<file path="src/rtl/pwm_capture.sv">
// pwm_capture: measures period (rise to rise) and high time (rise to fall) of
// an asynchronous PWM input, counted in pwm_clk cycles.
//
// Ports:
//   pwm_clk     sole clock, rising edge
//   pwm_rst_n   asynchronous active-low reset
//   cap_en      capture enable (synchronous to pwm_clk)
//   pwm_in      measured waveform (asynchronous, synchronized internally)
//   period_val  last complete period in cycles
//   high_val    high time of that same period in cycles
//   cap_valid   one-cycle pulse when period_val/high_val update
//   cap_ovf     sticky: counter saturated before the expected edge
module pwm_capture #(
  parameter int unsigned CNT_LENGTH = 16
) (
  input  logic                  pwm_clk,
  input  logic                  pwm_rst_n,
  input  logic                  cap_en,
  input  logic                  pwm_in,
  output logic [CNT_LENGTH-1:0] period_val,
  output logic [CNT_LENGTH-1:0] high_val,
  output logic                  cap_valid,
  output logic                  cap_ovf
);

  localparam logic [CNT_LENGTH-1:0] CNT_MAX = '1;
  localparam logic [CNT_LENGTH-1:0] CNT_ONE = CNT_LENGTH'(1);

  typedef enum logic [1:0] {
    IDLE = 2'd0,
    ARM  = 2'd1,
    HIGH = 2'd2,
    LOW  = 2'd3
  } state_e;

  state_e                  state_q, state_d;
  logic [CNT_LENGTH-1:0]   cnt_q, cnt_d;
  logic [CNT_LENGTH-1:0]   high_tmp_q, high_tmp_d;
  logic [CNT_LENGTH-1:0]   period_q, period_d;
  logic [CNT_LENGTH-1:0]   high_q, high_d;
  logic                    valid_q, valid_d;
  logic                    ovf_q, ovf_d;
  logic                    sync1_q, sync2_q, hist_q;
  logic                    rise, fall;
  logic                    cnt_sat;

  // Two-flop synchronizer plus history flop for edge detection.
  always_ff @(posedge pwm_clk or negedge pwm_rst_n) begin
    if (!pwm_rst_n) begin
      sync1_q <= 1'b0;
      sync2_q <= 1'b0;
      hist_q  <= 1'b0;
    end else begin
      sync1_q <= pwm_in;
      sync2_q <= sync1_q;
      hist_q  <= sync2_q;
    end
  end

  assign rise    = sync2_q & ~hist_q;
  assign fall    = ~sync2_q & hist_q;
  assign cnt_sat = (cnt_q == CNT_MAX);

  // State and measurement registers.
  always_ff @(posedge pwm_clk or negedge pwm_rst_n) begin
    if (!pwm_rst_n) begin
      state_q    <= IDLE;
      cnt_q      <= '0;
      high_tmp_q <= '0;
      period_q   <= '0;
      high_q     <= '0;
      valid_q    <= 1'b0;
      ovf_q      <= 1'b0;
    end else begin
      state_q    <= state_d;
      cnt_q      <= cnt_d;
      high_tmp_q <= high_tmp_d;
      period_q   <= period_d;
      high_q     <= high_d;
      valid_q    <= valid_d;
      ovf_q      <= ovf_d;
    end
  end

  // Next-state and datapath control.
  // A saturated counter wins over a coincident edge: the period it would end
  // is at least 2^CNT_LENGTH cycles and cannot be represented.
  always_comb begin
    state_d    = state_q;
    cnt_d      = cnt_q;
    high_tmp_d = high_tmp_q;
    period_d   = period_q;
    high_d     = high_q;
    valid_d    = 1'b0;
    ovf_d      = ovf_q;

    if (!cap_en) begin
      state_d = IDLE;
      cnt_d   = '0;
      ovf_d   = 1'b0;
    end else begin
      unique case (state_q)
        IDLE: begin
          cnt_d   = '0;
          state_d = ARM;
        end
        ARM: begin
          cnt_d = '0;
          if (rise) begin
            state_d = HIGH;
          end
        end
        HIGH: begin
          if (cnt_sat) begin
            ovf_d   = 1'b1;
            cnt_d   = '0;
            state_d = ARM;
          end else if (fall) begin
            high_tmp_d = cnt_q + CNT_ONE;
            cnt_d      = cnt_q + CNT_ONE;
            state_d    = LOW;
          end else begin
            cnt_d = cnt_q + CNT_ONE;
          end
        end
        LOW: begin
          if (cnt_sat) begin
            ovf_d   = 1'b1;
            cnt_d   = '0;
            state_d = ARM;
          end else if (rise) begin
            period_d = cnt_q + CNT_ONE;
            high_d   = high_tmp_q;
            valid_d  = 1'b1;
            cnt_d    = '0;
            state_d  = HIGH;
          end else begin
            cnt_d = cnt_q + CNT_ONE;
          end
        end
        default: begin
          state_d = IDLE;
          cnt_d   = '0;
        end
      endcase
    end
  end

  assign period_val = period_q;
  assign high_val   = high_q;
  assign cap_valid  = valid_q;
  assign cap_ovf    = ovf_q;

endmodule

</file>
<file path="config.mk">
export PLATFORM = sky130hd
export DESIGN_NAME = pwm_capture
export DESIGN_NICKNAME = d
export VERILOG_FILES = /design/src/rtl/pwm_capture.sv
export SDC_FILE = /design/constraint.sdc
export NUM_CORES = 1
export LEC_CHECK = 0
export CAP_MARGIN = 20
export CORE_ASPECT_RATIO = 1.25
export CORE_MARGIN = 2
export CORE_UTILIZATION = 50
export DETAILED_ROUTE_END_ITERATION = 8
export GPL_ROUTABILITY_DRIVEN = 0
export PLACE_DENSITY = 0.73
export SYNTH_ARGS = -nofsm -noshare
export SYNTH_HDL_FRONTEND = slang
export SYNTH_SLANG_ARGS = --single-unit
</file>
<file path="constraint.sdc">
create_clock -name pwm_clk -period 2.7 [get_ports pwm_clk]
set_input_delay 0.27 -clock pwm_clk [delete_from_list [all_inputs] [get_ports pwm_clk]]
set_output_delay 0.27 -clock pwm_clk [all_outputs]
set_load 0.01 [all_outputs]
</file>
* Word-level counts from Yosys, hierarchy flattened
Index checks and enable logic that the tools add are counted.
** Storage, ports and cells
- Bits in registers :: 71
- Input port bits :: 4
** Operators by class
- $add $sub $neg :: 1
- Equal/unequal tests :: 7
- Multiplexer cells :: 18
- Bitwise gates (word level) :: 5
- Reductions and logical operators :: 6
** Operators with widths (number)
- $mux 16 :: 4
- $pmux 16 s3 :: 1
- $add 16x1->16 const B :: 1
- $eq 16x16->1 const B :: 1
- $mux 2 :: 5
- $pmux 2 s4 :: 1
- $reduce_and 4->1 :: 2
- $mux 1 :: 7
- $eq 2x2->1 const B :: 2
- $ne 4x4->1 const B :: 1
- $reduce_or 2->1 :: 2
- $not 1->1 :: 3
- $and 1x1->1 :: 2
- $eq 2x1->1 const B :: 1
- $logic_not 2->1 :: 1
- $ne 2x1->1 const B :: 1
- $ne 2x2->1 const B :: 1
- $reduce_and 2->1 :: 1

* Logic depth before layout (Yosys ltp)
Gate-level depths: netlist (run 1).
- Depth after elaboration :: 6
- Depth in mapped cells :: 7
- Mapped depth without buffers :: 5

* Worst setup path after synthesis (run 1)
Ideal clock, no wire load.
- Path kind :: reg-to-reg
- Start :: register cnt_q[0]
- End :: register high_tmp_q[10]
- Arrival :: 1.971 ns
- Data required time :: 2.575 ns
- Path slack :: 0.604 ns
- Stages on the path, launching flop included :: 8
- Path buffers :: 2
- Period minus slack after synthesis :: 2.096 ns
- Cells stage by stage :: dfrtp_1 ha_1 nand4_4 nor4_4 or3_1 buf_6 buf_6 mux2_2
** On the way
- Word-level cells in the longest chain between the ends :: 3
** Ends and longest elaborated chain
- from (decl) :: line 37 : logic [CNT_LENGTH-1:0] cnt_q, cnt_d;
- from (signal assigned) :: line 76 : cnt_q <= cnt_d;
- branches (longest 3 deep; another with $add 16x1->16)
- to (signal assigned) :: line 77 : high_tmp_q <= high_tmp_d;
- to (decl) :: line 38 : logic [CNT_LENGTH-1:0] high_tmp_q, high_tmp_d;
Several ways; the timed one is not identified.
A chain may end at the register's enable or synchronous reset.

* Worst setup path in the final report (run 1)
- Start :: register cnt_q[1]
- End :: register period_q[14], in the netlist period_val[14]
** On the way
- Word-level cells in the longest chain between the ends :: 3
** Ends and longest elaborated chain
- branches (longest 3 deep; another with $add 16x1->16)
- to (signal assigned) :: line 78 : period_q <= period_d;
- to (decl) :: line 39 : logic [CNT_LENGTH-1:0] period_q, period_d;
Several ways; the timed one is not identified.

==> reports/metrics.cfg, run 1 <==
[route]
number_of_vias_in_the_routed_layout = 1720
post_drt_via_cell_ratio = 5.196
final_wirelength_um = 4878
dr_drc_count = 0
dr.first_iter.drc_count = 60
post_drt_wl_per_cell_um = 14.74
dr.pass1.iters = 4
antenna_left = 0

[global_route]
gr-total-overflow = 0
grt_max_degree = 39
grt_first_pass_wirelength_um = 8052
grtUsageTotal = 0.1669
grt_pass1_vias = 1707
initial_antenna_violation_count = 0

[die]
floorplan.core_area_um2 = 5702
fp.dieH_um = 89.28
die-area_um2 = 6448
floorplan.initialDensity = 0.5102
floorplan.io_pins = 38
placement_rows = 31
die_span_x_um = 72.23

[synthesis]
synthDistinctLibCells = 26
syn_nets = 214
synth.avg_cell_area_um2 = 13.92
yosysWarnings = 0
syn-cell-area_um2 = 2909
synthCells = 209
synth_sequential_area_ratio = 0.6108
yosys_register_bits = 71

[critical_path]
startpoint_type = flip-flop
worst_ep_required_time_ns = 2.92
r2r-end = period_val[14]$_DFFE_PN0P_
timing.critical_path.slowest_cell_delay_ns = 0.76
crit_arrival_ns = 2.72
critical_path.max_fanout = 21
rrSetupSlack_ns = 0.20
path_cells = ha_1 -> nand4_4 -> nor4_4 -> nor3_4 -> buf_4 -> mux2_2
cpLargestDelayFamily = simple AND/OR/NAND/NOR gates
ff_to_ff_path_depth = 6
cp.buffers_inverters = 1
rr_startpoint = cnt_q[1]$_DFF_PN0_
timing_worst_setup_path_type = flip-flop to flip-flop
timing.critical_path.to_type = flip-flop
critical-path-slowest-cell = sky130_fd_sc_hd__nor3_4

[sta]
final_critical_path_time_including_i_o_delays_and_setup_ns = 2.498
slew_viol_final = 0
timing_hold_violations_final = 0
fin_tns_setup_ns = 0
final_min_period_over_clock_period = 0.9252
grt_setup_unrepaired = no
skew_ns = 0.01115
finalSetupViolCount = 0
max-slew-margin-rel = 0.3344
tightestPinTransition_ns = 0.9952
max_freq_mhz = 400.3

[clocking]
cts.root.buffer_cell = sky130_fd_sc_hd__clkbuf_8
clock-sinks = 71
postCtsSetupRepairBufs = 0
level_count_of_the_clock_h_tree = 3
cts-buffers-inserted = 9
clock_tree.buffer_depth = 2
cts.reportedPaths.clkPinSlew_ns = 0.08
cts_tree = built
cts-resized-gates = 0
worst_skew_pair.late_latency_ns = 0.34
cts_hold_repair.buffers = 0

[final_layout]
final_nets = 265
post_layout_nonfiller_instances = 331
commonest_non_fill_non_tap_cell_in_the_layout = sky130_fd_sc_hd__dfrtp_1
areaGrowthSynthToFinish_pct = 23.53
finish.utilization = 0.6302
seqCellArea_um2 = 1777
most-common-layout-cells = sky130_fd_sc_hd__dfrtp_1, sky130_fd_sc_hd__mux2_2, sky130_fd_sc_hd__clkdlybuf4s50_1
num_antenna_cells = 0
final_layout_size_suffix_gt1_frac = 0.2679
multiInputGateArea_um2 = 1040
num-fill-cells = 453

[status]
result_of_the_run = completed

[power]
power_mw = 2.102
max-vdd-ir-drop_uv = 329.7
power.density_nw_per_um2 = 585.0
leak_nw = 1.720

[placed_design]
io_buffers = 37
dpl.cell_count = 315
detailedPlacementHpwl_um = 3294

[worst_hold_path]
min-delay-path-class = input port to asynchronous set/reset pin

[job]
drv_cap = 0

==> sequential cells by signal (all words and copies together), names as in the netlist <==
register	cells
period_val	16
cap_ovf	1
cap_valid	1
cnt_q	16
high_tmp_q	16
high_val	16
sync2_q	1
state_q	2
hist_q	1
sync1_q	1
==> cell families after synthesis <==
kind of cell | count (synthesis) | synth area share
mux | 49 | 0.1867
xor+xnor | 14 | 0.04215
compound gates | 3 | 0.005160
simple gates | 55 | 0.1170
fa+ha+maj | 1 | 0.004300
flops | 71 | 0.6108
buf+inv | 16 | 0.03398
==> how the worst max path moves through the flow <==
stage                        from                          to  slack, ns  cells past startpoint
2_1_floorplan  cnt_q[0]$_DFF_PN0_  high_tmp_q[10]$_DFFE_PN0P_       0.60                      7
3_3_place_gp   cnt_q[1]$_DFF_PN0_   period_val[2]$_DFFE_PN0P_       0.17                      6
3_5_place_dp   cnt_q[1]$_DFF_PN0_   period_val[3]$_DFFE_PN0P_       0.08                      6
4_1_cts        cnt_q[1]$_DFF_PN0_  period_val[14]$_DFFE_PN0P_       0.07                      6
5_1_grt        cnt_q[1]$_DFF_PN0_  period_val[14]$_DFFE_PN0P_       0.04                      6
6_report       cnt_q[1]$_DFF_PN0_  period_val[14]$_DFFE_PN0P_       0.20                      6
==> layout make-up <==
type | count | area share
sequential | 71 | 0.4944
tap | 66 | 0.02298
multi-input combinational | 122 | 0.2893
timing repair buffer | 46 | 0.1240
clock buffer | 9 | 0.03447
clock inverter | 7 | 0.02437
inverter | 10 | 0.01045
==> metrics by stage <==
stage	hold slack [ns]	setup WS [ns]	area (um2)
floorplan	-0.02559	0.6038	2909
global placement	0.3365	0.1665	3382
detailed placement	0.3387	0.07994	3382
CTS	0.01493	0.07160	3593
global route	0.05728	0.03774	3593
finish	0.003178	0.2019	3593
==> power by group <==
part	switching, mW	internal [mW]	leakage [nW]
clock network	0.380	0.513	0.109
logic	0.0515	0.0515	0.656
registers	0.0152	1.09	0.955
==> worst register-to-register path: stages (launching register included) <==
cell and delay [ns]:
sky130_fd_sc_hd__dfrtp_1 0.42, sky130_fd_sc_hd__ha_1 0.27, sky130_fd_sc_hd__nand4_4 0.13, sky130_fd_sc_hd__nor4_4 0.06, sky130_fd_sc_hd__nor3_4 0.76, sky130_fd_sc_hd__buf_4 0.37
sky130_fd_sc_hd__mux2_2 0.37
==> synthesized netlist by cell type <==
| library cell | instances | area, um2 |
|---|---|---|
| sky130_fd_sc_hd__nor2_1 | 9 | 33.78 |
| sky130_fd_sc_hd__nand4b_1 | 2 | 17.52 |
| sky130_fd_sc_hd__nor3b_1 | 1 | 7.510 |
| sky130_fd_sc_hd__xnor2_1 | 7 | 61.31 |
| sky130_fd_sc_hd__nand4_4 | 1 | 21.27 |
| sky130_fd_sc_hd__nand2_1 | 5 | 18.77 |
| sky130_fd_sc_hd__ha_1 | 1 | 12.51 |
| sky130_fd_sc_hd__nor3_2 | 1 | 10.01 |
| sky130_fd_sc_hd__nand3_1 | 6 | 30.03 |
| sky130_fd_sc_hd__inv_1 | 10 | 37.54 |
| sky130_fd_sc_hd__nor4_1 | 6 | 37.54 |
| sky130_fd_sc_hd__buf_2 | 1 | 5.000 |
| sky130_fd_sc_hd__nand3b_1 | 1 | 7.510 |
| sky130_fd_sc_hd__nor2b_1 | 13 | 81.33 |
| sky130_fd_sc_hd__dfrtp_1 | 71 | 1777 |
| sky130_fd_sc_hd__and2_1 | 1 | 6.260 |
| sky130_fd_sc_hd__o21ai_0 | 1 | 5.000 |
| sky130_fd_sc_hd__mux2i_1 | 7 | 70.07 |
| sky130_fd_sc_hd__nor4_4 | 1 | 21.27 |
| sky130_fd_sc_hd__xor2_1 | 7 | 61.31 |
| sky130_fd_sc_hd__mux2_2 | 42 | 473.0 |
| sky130_fd_sc_hd__buf_6 | 5 | 56.30 |
| sky130_fd_sc_hd__a21oi_1 | 2 | 10.01 |
| sky130_fd_sc_hd__nor3_1 | 2 | 10.01 |
| sky130_fd_sc_hd__nand4_1 | 5 | 31.28 |
| sky130_fd_sc_hd__or3_1 | 1 | 6.260 |
==> per-layer routing <==
layer	routed length (um)	vias up	global-route usage
li1	-	818	-
met2	2427	24	0.2510
met3	121	8	0.04397
met5	0	-	0
met4	80	0	0.08233
met1	2248	870	0.2258
Note: power is estimated with default switching activity, not from simulation.
==> inputs of run 2 (changes only) <==
--- a/config.mk
+++ b/config.mk
@@ -9,6 +9,7 @@
 export CORE_ASPECT_RATIO = 1.25
 export CORE_MARGIN = 2
 export CORE_UTILIZATION = 50
+export CTS_CLUSTER_DIAMETER = 30
 export DETAILED_ROUTE_END_ITERATION = 8
 export GPL_ROUTABILITY_DRIVEN = 0
 export PLACE_DENSITY = 0.73
==> constraint.sdc (replaced) <==
create_clock -name pwm_clk -period 2.8 [get_ports pwm_clk]
set_input_delay 0.28 -clock pwm_clk [delete_from_list [all_inputs] [get_ports pwm_clk]]
set_output_delay 0.28 -clock pwm_clk [all_outputs]
set_load 0.01 [all_outputs]
==> run 2 against run 1 <==
Global-route usage up 0.39 points. Non-clock buffer count is 5 lower. Hold slack got worse by 0.0047 ns. Critical path depth unchanged. First-iteration DRC count rose by 95%. Final cell count decreased by 1.5%. Fmax grew 8.2%. Die area did not move. Flip-flop and latch count unchanged. The flow now finishes with violations (negative hold slack). Clock skew is 0.0052 ns lower. Largest power group unchanged. Largest cell class unchanged. Count of clock-buffer cells in the layout up 5.
==> reports/metrics.cfg, run 2 (same netlist as run 1, synthesis figures left out) <==
[status]
result_of_the_run = complete, but fails checks  ; was completed
failed_checks = negative hold slack

[clocking]
level_count_of_the_clock_h_tree = 3  ; unchanged
cts_hold_repair.buffers = 0  ; unchanged
clock-sinks = 71  ; unchanged
cts_tree = built  ; unchanged
cts.reportedPaths.clkPinSlew_ns = 0.07  ; was 0.08 ns
worst_skew_pair.late_latency_ns = 0.34  ; about the same
clock_tree.buffer_depth = 2  ; unchanged
postCtsSetupRepairBufs = 0  ; unchanged
cts.root.buffer_cell = sky130_fd_sc_hd__clkbuf_8  ; unchanged
cts-buffers-inserted = 9  ; unchanged
cts-resized-gates = 0  ; unchanged

[die]
die-area_um2 = 6448  ; unchanged
placement_rows = 31  ; unchanged
floorplan.io_pins = 38  ; unchanged
floorplan.initialDensity = 0.5102  ; unchanged
floorplan.core_area_um2 = 5702  ; unchanged
fp.dieH_um = 89.28  ; unchanged
die_span_x_um = 72.23  ; unchanged

[critical_path]
crit_end = high_tmp_q[2]$_DFFE_PN0P_  ; was period_val[14]$_DFFE_PN0P_
rrSetupSlack_ns = 0.49  ; was 0.20 ns
r2r-end = high_tmp_q[2]$_DFFE_PN0P_  ; was period_val[14]$_DFFE_PN0P_
setup.worst_path.start = cnt_q[0]$_DFF_PN0_  ; was cnt_q[1]$_DFF_PN0_
worst_ep_required_time_ns = 3.03  ; was 2.92 ns
rr_startpoint = cnt_q[0]$_DFF_PN0_  ; was cnt_q[1]$_DFF_PN0_
ff_to_ff_path_depth = 6  ; unchanged
timing.critical_path.to_type = flip-flop  ; unchanged
timing_worst_setup_path_type = flip-flop to flip-flop  ; unchanged
critical_path.max_fanout = 8  ; was 21
startpoint_type = flip-flop  ; unchanged
crit_arrival_ns = 2.54  ; was 2.72 ns

[final_layout]
most-common-layout-cells = sky130_fd_sc_hd__dfrtp_1, sky130_fd_sc_hd__mux2_2, sky130_fd_sc_hd__clkdlybuf4s50_1  ; unchanged
finish.utilization = 0.6287  ; was 0.6302
final_nets = 260  ; was 265
num_antenna_cells = 0  ; unchanged
areaGrowthSynthToFinish_pct = 23.23  ; was 23.53%
final_layout_size_suffix_gt1_frac = 0.2538  ; was 0.2679
commonest_non_fill_non_tap_cell_in_the_layout = sky130_fd_sc_hd__dfrtp_1  ; unchanged

[sta]
finalSetupViolCount = 0  ; unchanged
timing_hold_violations_final = 2  ; was 0
final_critical_path_setup_slack_ns = 0.4921  ; was 0.2019 ns
max-slew-margin-rel = 0.4968  ; was 0.3344
skew_ns = 0.005939  ; was 0.01115 ns
max_freq_mhz = 433.3  ; was 400.3 MHz
fin_tns_setup_ns = 0  ; unchanged
final_min_period_over_clock_period = 0.8242  ; was 0.9252
final_critical_path_time_including_i_o_delays_and_setup_ns = 2.308  ; was 2.498 ns
tightestPinTransition_ns = 0.7548  ; was 0.9952 ns
slew_viol_final = 0  ; unchanged
finalHoldWorstSlack_ns = -0.001475  ; was 0.003178 ns
grt_setup_unrepaired = no  ; unchanged

[route]
antenna_left = 0  ; unchanged
dr.pass1.iters = 4  ; unchanged
post_drt_via_cell_ratio = 5.190  ; was 5.196
dr_drc_count = 0  ; unchanged
final_wirelength_um = 4911  ; was 4878 um
number_of_vias_in_the_routed_layout = 1692  ; was 1720
dr.first_iter.drc_count = 117  ; was 60
post_drt_wl_per_cell_um = 15.06  ; was 14.74 um

[global_route]
grt_max_degree = 40  ; was 39
initial_antenna_violation_count = 0  ; unchanged
grtUsageTotal = 0.1708  ; was 0.1669
grt_pass1_vias = 1725  ; was 1707
grt_first_pass_wirelength_um = 8183  ; was 8052 um
gr-total-overflow = 0  ; unchanged

[job]
drv_cap = 0  ; unchanged

[placed_design]
io_buffers = 37  ; unchanged
detailedPlacementHpwl_um = 3397  ; was 3294 um
dp_worst_setup_slack_ns = 0.4739  ; was 0.07994 ns

[power]
leak_nw = 1.705  ; was 1.720 nW
power.density_nw_per_um2 = 573.4  ; was 585.0 nW/um2
max-vdd-ir-drop_uv = 350.4  ; was 329.7 uV

[worst_hold_path]
min-delay-path-class = input port to asynchronous set/reset pin  ; unchanged

## run 2: cell types whose count changed in the layout (fill, tap and decap cells not counted), sizes merged
cell / previous run / this run
clkinvlp: 1 / 0
clkbuf: 9 / 14
clkinv: 4 / 1
bufinv: 2 / 1
buf: 10 / 5
## run 2: through the flow
stage | instances | power (mW) | cell area (um2)
after floorplan | 209 | 1.121 | 2909
after global placement | 310 | 1.184 | 3357
after detailed placement | 310 | 1.188 | 3357
after CTS | 326 | 2.081 | 3585
after global routing | 326 | 2.142 | 3585
final | 326 | 2.056 | 3585
## run 2: layout make-up
type                            count  area (um2)
Tap cell                           66       82.58
Sequential cell                    71        1777
Clock buffer                       14       192.7
Multi-Input combinational cell    122        1040
Timing Repair Buffer               41       420.4
Clock inverter                      2       35.03
Inverter                           10       37.54
Fill cell                         457        2117
## run 2: report_power, final
| part | total, mW | internal (mW) | switching [mW] |
|---|---|---|---|
| clock | 0.890 | 0.532 | 0.358 |
| sequential | 1.07 | 1.05 | 0.0162 |
| combinational | 0.0979 | 0.0485 | 0.0494 |
## run 2: metal layers
metal | GRT usage | wire, um | part of all wire
met2 | 0.2669 | 2451 | 0.50
met4 | 0.06175 | 59 | 0.012
met5 | 0 | 0 | 0
met1 | 0.2145 | 2218 | 0.45
met3 | 0.07103 | 182 | 0.037
## run 2: how the worst min path moves through the flow
| stage | to | slack, ns | cells past startpoint |
|---|---|---|---|
| after floorplan | cap_ovf$_DFFE_PN0P_ | -0.02 | 0 |
| after global placement | sync2_q$_DFF_PN0_ | 0.33 | 0 |
| after detailed placement | sync2_q$_DFF_PN0_ | 0.34 | 0 |
| after CTS | period_val[15]$_DFFE_PN0P_ | 0.02 | 1 |
| after global routing | high_val[1]$_DFFE_PN0P_ | 0.05 | 1 |
| final | period_val[15]$_DFFE_PN0P_ | -0.001 | 1 |
## run 2: critical path: stages (launching register included)
cell	delay [ns]
sky130_fd_sc_hd__dfrtp_1	0.48
sky130_fd_sc_hd__ha_1	0.31
sky130_fd_sc_hd__nand4_4	0.18
sky130_fd_sc_hd__nor4_4	0.49
sky130_fd_sc_hd__or3_1	0.19
sky130_fd_sc_hd__buf_4	0.19
sky130_fd_sc_hd__mux2_2	0.35
